[config.mk]
export PLATFORM = sky130hd
export DESIGN_NAME = itrx_aib_phy_tx_ddr_src_flat
export DESIGN_NICKNAME = d
export VERILOG_FILES = /design/src/rtl/itrx_aib_phy_tx_pkg.sv /design/src/rtl/itrx_aib_phy_tx_ddr_src_if.sv /design/src/rtl/itrx_aib_phy_tx_latch.sv /design/src/rtl/itrx_aib_phy_tx_prbs7.sv /design/src/rtl/itrx_aib_phy_tx_ddr_src.sv /design/src/flat_wrapper.sv
export SDC_FILE = /design/constraint.sdc
export NUM_CORES = 1
export LEC_CHECK = 0
export ABC_AREA = 1
export CAP_MARGIN = 25
export CORE_MARGIN = 10
export CORE_UTILIZATION = 64
export DETAILED_ROUTE_END_ITERATION = 8
export DONT_BUFFER_PORTS = 1
export HOLD_SLACK_MARGIN = 0.15
export PLACE_DENSITY_LB_ADDON = 0.2
export SLEW_MARGIN = 20
export SYNTH_ARGS = -nofsm -noshare
export SYNTH_HDL_FRONTEND = slang
export SYNTH_HIERARCHICAL = 1
export SYNTH_SLANG_ARGS = --single-unit
[constraint.sdc]
create_clock -name ilaunch_clk -period 2.2 [get_ports ilaunch_clk]
set_input_delay 0.44 -clock ilaunch_clk [delete_from_list [all_inputs] [get_ports ilaunch_clk]]
set_output_delay 0.44 -clock ilaunch_clk [all_outputs]
set_load 0.01 [all_outputs]
[src/rtl/itrx_aib_phy_tx_pkg.sv]
// Shared types for the AIB TX data-source path.
//   pat_mode_e  : source select (functional data or one of three test patterns)
//   pat_state_e : pattern-generator FSM states
//   prbs7_step  : one step of the x^7+x^6+1 LFSR; the new bit lands in bit 0
package itrx_aib_phy_tx_pkg;

   typedef enum logic [1:0] {
      PAT_FUNC  = 2'd0,
      PAT_CLK   = 2'd1,
      PAT_PRBS7 = 2'd2,
      PAT_FIXED = 2'd3
   } pat_mode_e;

   typedef enum logic [1:0] {
      ST_IDLE = 2'd0,
      ST_LOAD = 2'd1,
      ST_RUN  = 2'd2
   } pat_state_e;

   function automatic logic [6:0] prbs7_step(input logic [6:0] s);
      return {s[5:0], s[6] ^ s[5]};
   endfunction

endpackage

[src/rtl/itrx_aib_phy_tx_ddr_src_if.sv]
// Control/data bundle between the TX cell controller and the DDR source stage.
//   master : drives enable, functional data, pattern controls; observes outputs
//   slave  : the source stage itself
interface itrx_aib_phy_tx_ddr_src_if #(
   parameter int CNT_W = 16
);
   logic             tx_en;
   logic             idat0;
   logic             idat1;
   logic [1:0]       pat_mode;
   logic             pat_start;
   logic             pat_stop;
   logic [6:0]       pat_seed;
   logic [CNT_W-1:0] burst_len;
   logic             idat0q;
   logic             idat1ql;
   logic             pat_busy;
   logic             pat_done;
   logic [CNT_W-1:0] pat_cnt;

   modport master (
      output tx_en, idat0, idat1, pat_mode, pat_start, pat_stop, pat_seed, burst_len,
      input  idat0q, idat1ql, pat_busy, pat_done, pat_cnt
   );

   modport slave (
      input  tx_en, idat0, idat1, pat_mode, pat_start, pat_stop, pat_seed, burst_len,
      output idat0q, idat1ql, pat_busy, pat_done, pat_cnt
   );
endinterface

[src/rtl/itrx_aib_phy_tx_latch.sv]
// Standard-cell style D latch wrapper.
//   i_en : transparent while high
//   i_d  : data in
//   o_q  : data out, holds while i_en is low
module itrx_aib_phy_tx_latch (
   input  logic i_en,
   input  logic i_d,
   output logic o_q
);
   always_latch begin
      if (i_en) o_q <= i_d;
   end
endmodule

[src/rtl/itrx_aib_phy_tx_prbs7.sv]
// PRBS7 (x^7+x^6+1) generator advancing two steps per clock.
//   i_clk/i_rst : clock, synchronous active-high reset (state -> SEED_DEF)
//   i_load      : load i_seed (SEED_DEF when i_seed is zero, which would lock up)
//   i_adv       : advance two steps
//   o_bits      : {second step bit, first step bit} of the current advance
module itrx_aib_phy_tx_prbs7
   import itrx_aib_phy_tx_pkg::*;
#(
   parameter logic [6:0] SEED_DEF = 7'h7F
) (
   input  logic       i_clk,
   input  logic       i_rst,
   input  logic       i_load,
   input  logic [6:0] i_seed,
   input  logic       i_adv,
   output logic [1:0] o_bits
);
   logic [6:0] r_lfsr;
   logic [6:0] w_s1;
   logic [6:0] w_s2;

   assign w_s1   = prbs7_step(r_lfsr);
   assign w_s2   = prbs7_step(w_s1);
   assign o_bits = {w_s2[0], w_s1[0]};

   always_ff @(posedge i_clk) begin
      if (i_rst)
         r_lfsr <= SEED_DEF;
      else if (i_load)
         r_lfsr <= (i_seed == 7'd0) ? SEED_DEF : i_seed;
      else if (i_adv)
         r_lfsr <= w_s2;
   end
endmodule

[src/rtl/itrx_aib_phy_tx_ddr_src.sv]
// TX data-source stage for one AIB TX IO buffer cell. Registers functional DDR
// data or a test pattern (CLK, PRBS7, FIXED) on the launch clock.
//   ilaunch_clk : launch clock (same clock as the DDR mux select)
//   rst         : synchronous active-high reset
//   bus.slave   : tx_en, idat0/idat1, pat_* controls, burst_len in;
//                 idat0q, idat1ql, pat_busy, pat_done, pat_cnt out
// idat0q is driven on the low phase and idat1ql on the following high phase,
// so each mux input is stable while it is selected.
module itrx_aib_phy_tx_ddr_src
   import itrx_aib_phy_tx_pkg::*;
#(
   parameter logic [6:0] PRBS_SEED_DEF = 7'h7F,
   parameter int         CNT_W         = 16
) (
   input  logic                     ilaunch_clk,
   input  logic                     rst,
   itrx_aib_phy_tx_ddr_src_if.slave bus
);
   pat_state_e       r_state;
   pat_mode_e        r_mode_q;
   logic [1:0]       r_fixed;
   logic [CNT_W-1:0] r_rem;
   logic [CNT_W-1:0] r_cnt;
   logic             r_cont;
   logic             r_end;
   logic             r_busy;
   logic             r_done;
   logic             r_idat0q;
   logic             r_idat1q;

   logic [1:0]       w_prbs;
   logic [1:0]       w_word;
   logic [1:0]       w_src;
   logic             w_run;
   logic             w_load;
   logic             w_stop;
   logic             w_last;
   logic             w_clk_n;
   logic             w_idat1ql;

   assign w_run  = (r_state == ST_RUN);
   assign w_load = (r_state == ST_LOAD);
   assign w_stop = w_run & bus.pat_stop;
   // burst_len == 0 loads r_cont, so the remaining count never ends the run
   assign w_last = w_run & ~r_cont & (r_rem == CNT_W'(1));

   itrx_aib_phy_tx_prbs7 #(.SEED_DEF(PRBS_SEED_DEF)) u_prbs (
      .i_clk  (ilaunch_clk),
      .i_rst  (rst),
      .i_load (w_load),
      .i_seed (bus.pat_seed),
      .i_adv  (w_run & ~w_stop),
      .o_bits (w_prbs)
   );

   always_comb begin
      w_word = 2'b00;
      case (r_mode_q)
         PAT_CLK:   w_word = 2'b01;
         PAT_PRBS7: w_word = w_prbs;
         PAT_FIXED: w_word = r_fixed;
         default:   w_word = 2'b00;
      endcase
   end

   // A stop edge registers 2'b00 rather than another pattern word
   always_comb begin
      w_src = 2'b00;
      case (r_state)
         ST_IDLE: if (pat_mode_e'(bus.pat_mode) == PAT_FUNC) w_src = {bus.idat1, bus.idat0};
         ST_RUN:  if (!bus.pat_stop) w_src = w_word;
         default: w_src = 2'b00;
      endcase
   end

   always_ff @(posedge ilaunch_clk) begin
      if (rst) begin
         r_state  <= ST_IDLE;
         r_mode_q <= PAT_FUNC;
         r_fixed  <= 2'b00;
         r_rem    <= '0;
         r_cnt    <= '0;
         r_cont   <= 1'b0;
         r_end    <= 1'b0;
         r_busy   <= 1'b0;
         r_done   <= 1'b0;
         r_idat0q <= 1'b0;
         r_idat1q <= 1'b0;
      end else begin
         r_idat0q <= bus.tx_en & w_src[0];
         r_idat1q <= bus.tx_en & w_src[1];
         // busy/done are registered views of the state, one edge behind it
         r_busy   <= (r_state != ST_IDLE);
         r_done   <= r_end;
         r_end    <= 1'b0;
         case (r_state)
            ST_IDLE: begin
               if (bus.pat_start && pat_mode_e'(bus.pat_mode) != PAT_FUNC)
                  r_state <= ST_LOAD;
            end
            ST_LOAD: begin
               r_mode_q <= pat_mode_e'(bus.pat_mode);
               r_fixed  <= bus.pat_seed[1:0];
               r_rem    <= bus.burst_len;
               r_cont   <= (bus.burst_len == '0);
               r_cnt    <= '0;
               r_state  <= ST_RUN;
            end
            ST_RUN: begin
               if (w_stop) begin
                  // stop wins over a coincident end of count: one done pulse
                  r_state <= ST_IDLE;
                  r_end   <= 1'b1;
               end else begin
                  if (!(&r_cnt)) r_cnt <= r_cnt + CNT_W'(1);
                  if (!r_cont)   r_rem <= r_rem - CNT_W'(1);
                  if (w_last) begin
                     r_state <= ST_IDLE;
                     r_end   <= 1'b1;
                  end
               end
            end
            default: r_state <= ST_IDLE;
         endcase
      end
   end

   // second DDR half: transparent while the clock is low, held through the high phase
   assign w_clk_n = ~ilaunch_clk;

   itrx_aib_phy_tx_latch u_lat (
      .i_en (w_clk_n),
      .i_d  (r_idat1q),
      .o_q  (w_idat1ql)
   );

   assign bus.idat0q   = r_idat0q;
   assign bus.idat1ql  = w_idat1ql;
   assign bus.pat_busy = r_busy;
   assign bus.pat_done = r_done;
   assign bus.pat_cnt  = r_cnt;
endmodule

[src/flat_wrapper.sv]
// flat-port wrapper written by rule: the top's interface ports become plain ports
module itrx_aib_phy_tx_ddr_src_flat import itrx_aib_phy_tx_pkg::*;
#(
   parameter logic [6:0] PRBS_SEED_DEF = 7'h7F,
   parameter int         CNT_W         = 16
)
  (ilaunch_clk, rst, bus_tx_en, bus_idat0, bus_idat1, bus_pat_mode, bus_pat_start, bus_pat_stop, bus_pat_seed, bus_burst_len, bus_idat0q, bus_idat1ql, bus_pat_busy, bus_pat_done, bus_pat_cnt);
  itrx_aib_phy_tx_ddr_src_if #(.CNT_W(CNT_W)) bus_i ();
  input  logic ilaunch_clk;
  input  logic rst;
  input wire logic [$bits(bus_i.tx_en)-1:0] bus_tx_en;
  input wire logic [$bits(bus_i.idat0)-1:0] bus_idat0;
  input wire logic [$bits(bus_i.idat1)-1:0] bus_idat1;
  input wire logic [$bits(bus_i.pat_mode)-1:0] bus_pat_mode;
  input wire logic [$bits(bus_i.pat_start)-1:0] bus_pat_start;
  input wire logic [$bits(bus_i.pat_stop)-1:0] bus_pat_stop;
  input wire logic [$bits(bus_i.pat_seed)-1:0] bus_pat_seed;
  input wire logic [$bits(bus_i.burst_len)-1:0] bus_burst_len;
  output wire logic [$bits(bus_i.idat0q)-1:0] bus_idat0q;
  output wire logic [$bits(bus_i.idat1ql)-1:0] bus_idat1ql;
  output wire logic [$bits(bus_i.pat_busy)-1:0] bus_pat_busy;
  output wire logic [$bits(bus_i.pat_done)-1:0] bus_pat_done;
  output wire logic [$bits(bus_i.pat_cnt)-1:0] bus_pat_cnt;
  assign bus_i.tx_en = bus_tx_en;
  assign bus_i.idat0 = bus_idat0;
  assign bus_i.idat1 = bus_idat1;
  assign bus_i.pat_mode = bus_pat_mode;
  assign bus_i.pat_start = bus_pat_start;
  assign bus_i.pat_stop = bus_pat_stop;
  assign bus_i.pat_seed = bus_pat_seed;
  assign bus_i.burst_len = bus_burst_len;
  assign bus_idat0q = bus_i.idat0q;
  assign bus_idat1ql = bus_i.idat1ql;
  assign bus_pat_busy = bus_i.pat_busy;
  assign bus_pat_done = bus_i.pat_done;
  assign bus_pat_cnt = bus_i.pat_cnt;
  itrx_aib_phy_tx_ddr_src #(.PRBS_SEED_DEF(PRBS_SEED_DEF), .CNT_W(CNT_W)) u_core (.ilaunch_clk(ilaunch_clk), .rst(rst), .bus(bus_i));
endmodule
## Word-level counts from Yosys, hierarchy flattened

Cells that the tools add are included.

| storage, ports and cells | value |
|---|---|
| latch bits | 1 |
| bits in registers | 51 |
| input bits | 32 |

| cells by class | value |
|---|---|
| reductions and logical operators | 14 |
| add/subtract/negate cells | 2 |
| muxes and demuxes | 20 |
| bitwise operators | 11 |
| equality and inequality tests | 11 |

Operator list:

| operator | count |
|---|---|
| $mux W16 | 4 |
| $pmux W16 S2 | 2 |
| $mux W7 | 3 |
| $add A16 B1 Y16 const B | 1 |
| $eq A16 B1 Y1 const B | 1 |
| $logic_not A16 Y1 | 1 |
| $reduce_and A16 Y1 | 1 |
| $sub A16 B1 Y16 const B | 1 |
| $pmux W2 S3 | 2 |
| $mux W2 | 5 |
| $reduce_bool A2 Y1 | 4 |
| $logic_not A7 Y1 | 1 |
| $and A1 B1 Y1 | 6 |
| $eq A2 B2 Y1 const B | 3 |
| $ne A2 B2 Y1 const B | 3 |
| $reduce_and A3 Y1 | 2 |
| $eq A2 B1 Y1 const B | 2 |
| $logic_not A2 Y1 | 2 |
| $pmux W2 S2 | 1 |
| $mux W1 | 3 |
| $ne A3 B3 Y1 const B | 1 |
| $not A1 Y1 | 3 |
| $ne A2 B1 Y1 const B | 1 |
| $reduce_and A2 Y1 | 1 |
| 3 further kinds | 4 |

## Depth between registers and ports, before layout

Gate-level depths: netlist of run 1.

| logic depth | value |
|---|---|
| depth after elaboration | 6 |
| depth in mapped cells | 10 |
| gate-level depth less buffers | 10 |

## Cells and area by module

Netlist of run 1, hierarchy kept.

By module, submodules not included:

| module | cells each | area an instance (um^2) | times used | seq. area each (um^2) |
|---|---|---|---|---|
| itrx_aib_phy_tx_ddr_src | 439 | 2,817.7 | 1 | 880.8 |
| itrx_aib_phy_tx_prbs7 | 74 | 430.4 | 1 | 140.1 |
| itrx_aib_phy_tx_latch | 1 | 15.0 | 1 | 0.0 |

==> run_results.csv, run 1 <==
group,metric,value,unit
status,outcome,"finished, violations left",
status,violations,"setup timing",
routing,wire_per_inst,13.4,µm
logic_synthesis,synthTopCellsByArea,"dfxtp_1, nand2_1, nor2_1",
run,maxCapViolations,0,
pwr,peakVddDrop,0.523,mV
worst_hold_path,hp-class,"input pin to flip-flop",
logic_synthesis,yosysMostFrequentCell,"nand2_1",
pwr,leakage,0.00135,µW
clock_tree,cts_resized,0,
global_routing,overflow,0,
logic_synthesis,synthAdderAreaFrac,0.0230,
floorplanning,die_area,8350,µm²
routing,drtIter0Drc,255,
timing,final_max_slew_viol_count,0,
layout,n_fill_cell,453,
timing,worst_slack,-0.0542,ns
timing,rsz0062_at_grt,"true",
logic_synthesis,synth_top_area_share,0.313,
floorplanning,start_util,0.677,
clock_tree,clk_pin_slew_worst_paths,0.09,ns
logic_synthesis,yosys.area_share.xor_xnor,0.0215,
routing,dr.pass1.iters,6,
logic_synthesis,synth_area_per_cell,6.35,µm²
floorplanning,coreArea,4820,µm²
floorplanning,die_x,91.4,µm
logic_synthesis,synth_edf_count,0,
logic_synthesis,synth_compound_area_frac,0.166,
clock_tree,htree_levels,2,
placed_design,dpl.hpwl,5560,µm
logic_synthesis,synth_top_family_by_area,"simple AND/OR/NAND/NOR gates",
clock_tree,cts.sinks,52,
global_routing,antenna_found_initial,0,
global_routing,grt_usage,0.185,
routing,ant_nets,0,
logic_synthesis,ys_types,38,
logic_synthesis,async_flop_share,0,
placed_design,placed_cells,570,
routing,vias,3239,
layout,drive_gt1_frac,0.0763,
pwr,power.density,877,nW/µm²
timing,fin_skew,0.0437,ns
timing,worst_pin_slew,0.436,ns
routing,routed_via_density,5.60,
layout,syn_to_final_growth,3.30,%
global_routing,grt_pass1_vias,3000,
logic_synthesis,syn-cell-area,3260,µm²
logic_synthesis,synth_simple_gate_area_frac,0.379,
timing,setup_tns,-0.0542,ns
placed_design,io_buffers,0,
logic_synthesis,muxShareOfSynthArea,0,
clock_tree,cts_setup_buffers,0,
floorplanning,num_io_pins,52,
routing,remaining_drc_errors,0,
floorplanning,die_y,91.4,µm
logic_synthesis,yosysWarningCount,6,
timing,hold_viol_final,0,
logic_synthesis,netlist_instances,514,
worst_setup_path,worstSetupPathType,"latch to output port",
layout,fin_util,0.700,
worst_setup_path,cp.required,1.76,ns
logic_synthesis,synthTopCellsByCount,"nand2_1, nor2_1, dfxtp_1",
clock_tree,cts_buffer_depth,2,
clock_tree,clock_latency,0.35,ns
clock_tree,tritoncts,"done",
worst_setup_path,path_max_fanout,1,
clock_tree,postCtsHoldBufs,0,
clock_tree,cts-buffers-inserted,5,
logic_synthesis,ys_seq_elements,52,
pwr,fin_total_pwr,2960,µW
worst_setup_path,startpoint_type,"latch",
placed_design,gp_congestion,0.906,
clock_tree,cts-root-buf,"clkbuf_8",
logic_synthesis,yosysTopAreaCell,"dfxtp_1",
logic_synthesis,synthFlopType,"dfxtp_1",
timing,slew_headroom,0.707,
floorplanning,row_count,25,
layout,diodes,0,
global_routing,grt_pass1_wl,13500,µm
worst_setup_path,cp_data_arrival_time,1.81,ns
routing,wl,7730,µm
global_routing,grt_max_degree,42,
layout,fin_cells,578,
timing,finalSetupViolations,1,
logic_synthesis,syn-num-nets,552,
worst_setup_path,worstSetupEndpointType,"output port",
layout,final_nets,548,
## layer usage
metal  up-vias  global-route usage  share of wire
li1       1651                   -              -
met1      1446               0.221           0.42
met2       128               0.309           0.47
met3        14              0.0576          0.095
met4         0              0.0561          0.011
met5         -                   0              0
## cell families after synthesis
logic type / Yosys count
simple gates: 291
compound gates: 92
buf+inv: 65
flops: 51
xor+xnor: 8
fa+ha+maj: 6
latches: 1
## final timing paths
check                           depth (start not counted)  slack [ns]                   from                     end
worst max-delay path                                    0       -0.05       u_core/u_lat/o_q             bus_idat1ql
worst min register to register                          0        0.29        u_core/r_idat1q        u_core/u_lat/o_q
worst min-delay path                                    1        0.19                    rst  u_core/bus.pat_cnt[14]
worst max register to register                          8        0.36  u_core/bus.pat_cnt[0]   u_core/bus.pat_cnt[8]
## area by class of cell
cell class	instances	area (µm²)	area share
sequential	52	1040	0.307
clock buffer	6	93.8	0.0278
multi-input combinational	397	1920	0.571
clock inverter	3	12.5	0.00371
tap	67	83.8	0.0249
inverter	47	176	0.0523
timing repair buffer	6	45.0	0.0134
## stage by stage
step           worst slack, ns  cell area [µm²]  hold slack (ns)
2_1_floorplan            0.325             3260            0.303
3_3_place_gp             0.309             3270            0.309
3_5_place_dp             0.308             3270            0.307
4_1_cts                -0.0698             3370            0.181
5_1_grt                -0.0928             3370            0.169
6_report               -0.0542             3370            0.190
## power breakdown
group	internal (µW)	switching, µW	leakage (µW)
clock network	291	329	0.0000628
logic	387	771	0.000863
registers	1070	107	0.000423
## cell usage in the layout (no fill, tap or decap), types with 5 or more instances in the layout
cell      netlist  final
a21oi_1        34     34
a21oi_2         8      8
buf_4           2      6
clkbuf_8        1      5
dfxtp_1        51     51
ha_1            6      6
inv_1          44     45
nand2_1       138    138
nand3_1        31     31
nand4_1        11     11
nor2_1         93     93
o21ai_0        35     35
xor2_1          5      5
## sequential cells by signal, indices dropped and copies added (netlist names)
name / cells
u_core/bus.pat_done: 1
u_core/r_rem: 16
u_core/u_lat/o_q: 1
u_core/u_prbs/r_lfsr: 7
u_core/bus.pat_busy: 1
u_core/bus.idat0q: 1
u_core/r_idat1q: 1
u_core/r_state: 2
u_core/r_end: 1
u_core/bus.pat_cnt: 16
u_core/r_cont: 1
u_core/r_mode_q: 2
u_core/r_fixed: 2
No activity file was read; power rests on OpenSTA's default activity.
==> run 2: changes to the inputs <==
Settings changed: CTS_CLUSTER_DIAMETER from default to 200.
==> results of run 2 <==
No change in the layout: final DEF, timing and power equal those of run 1.
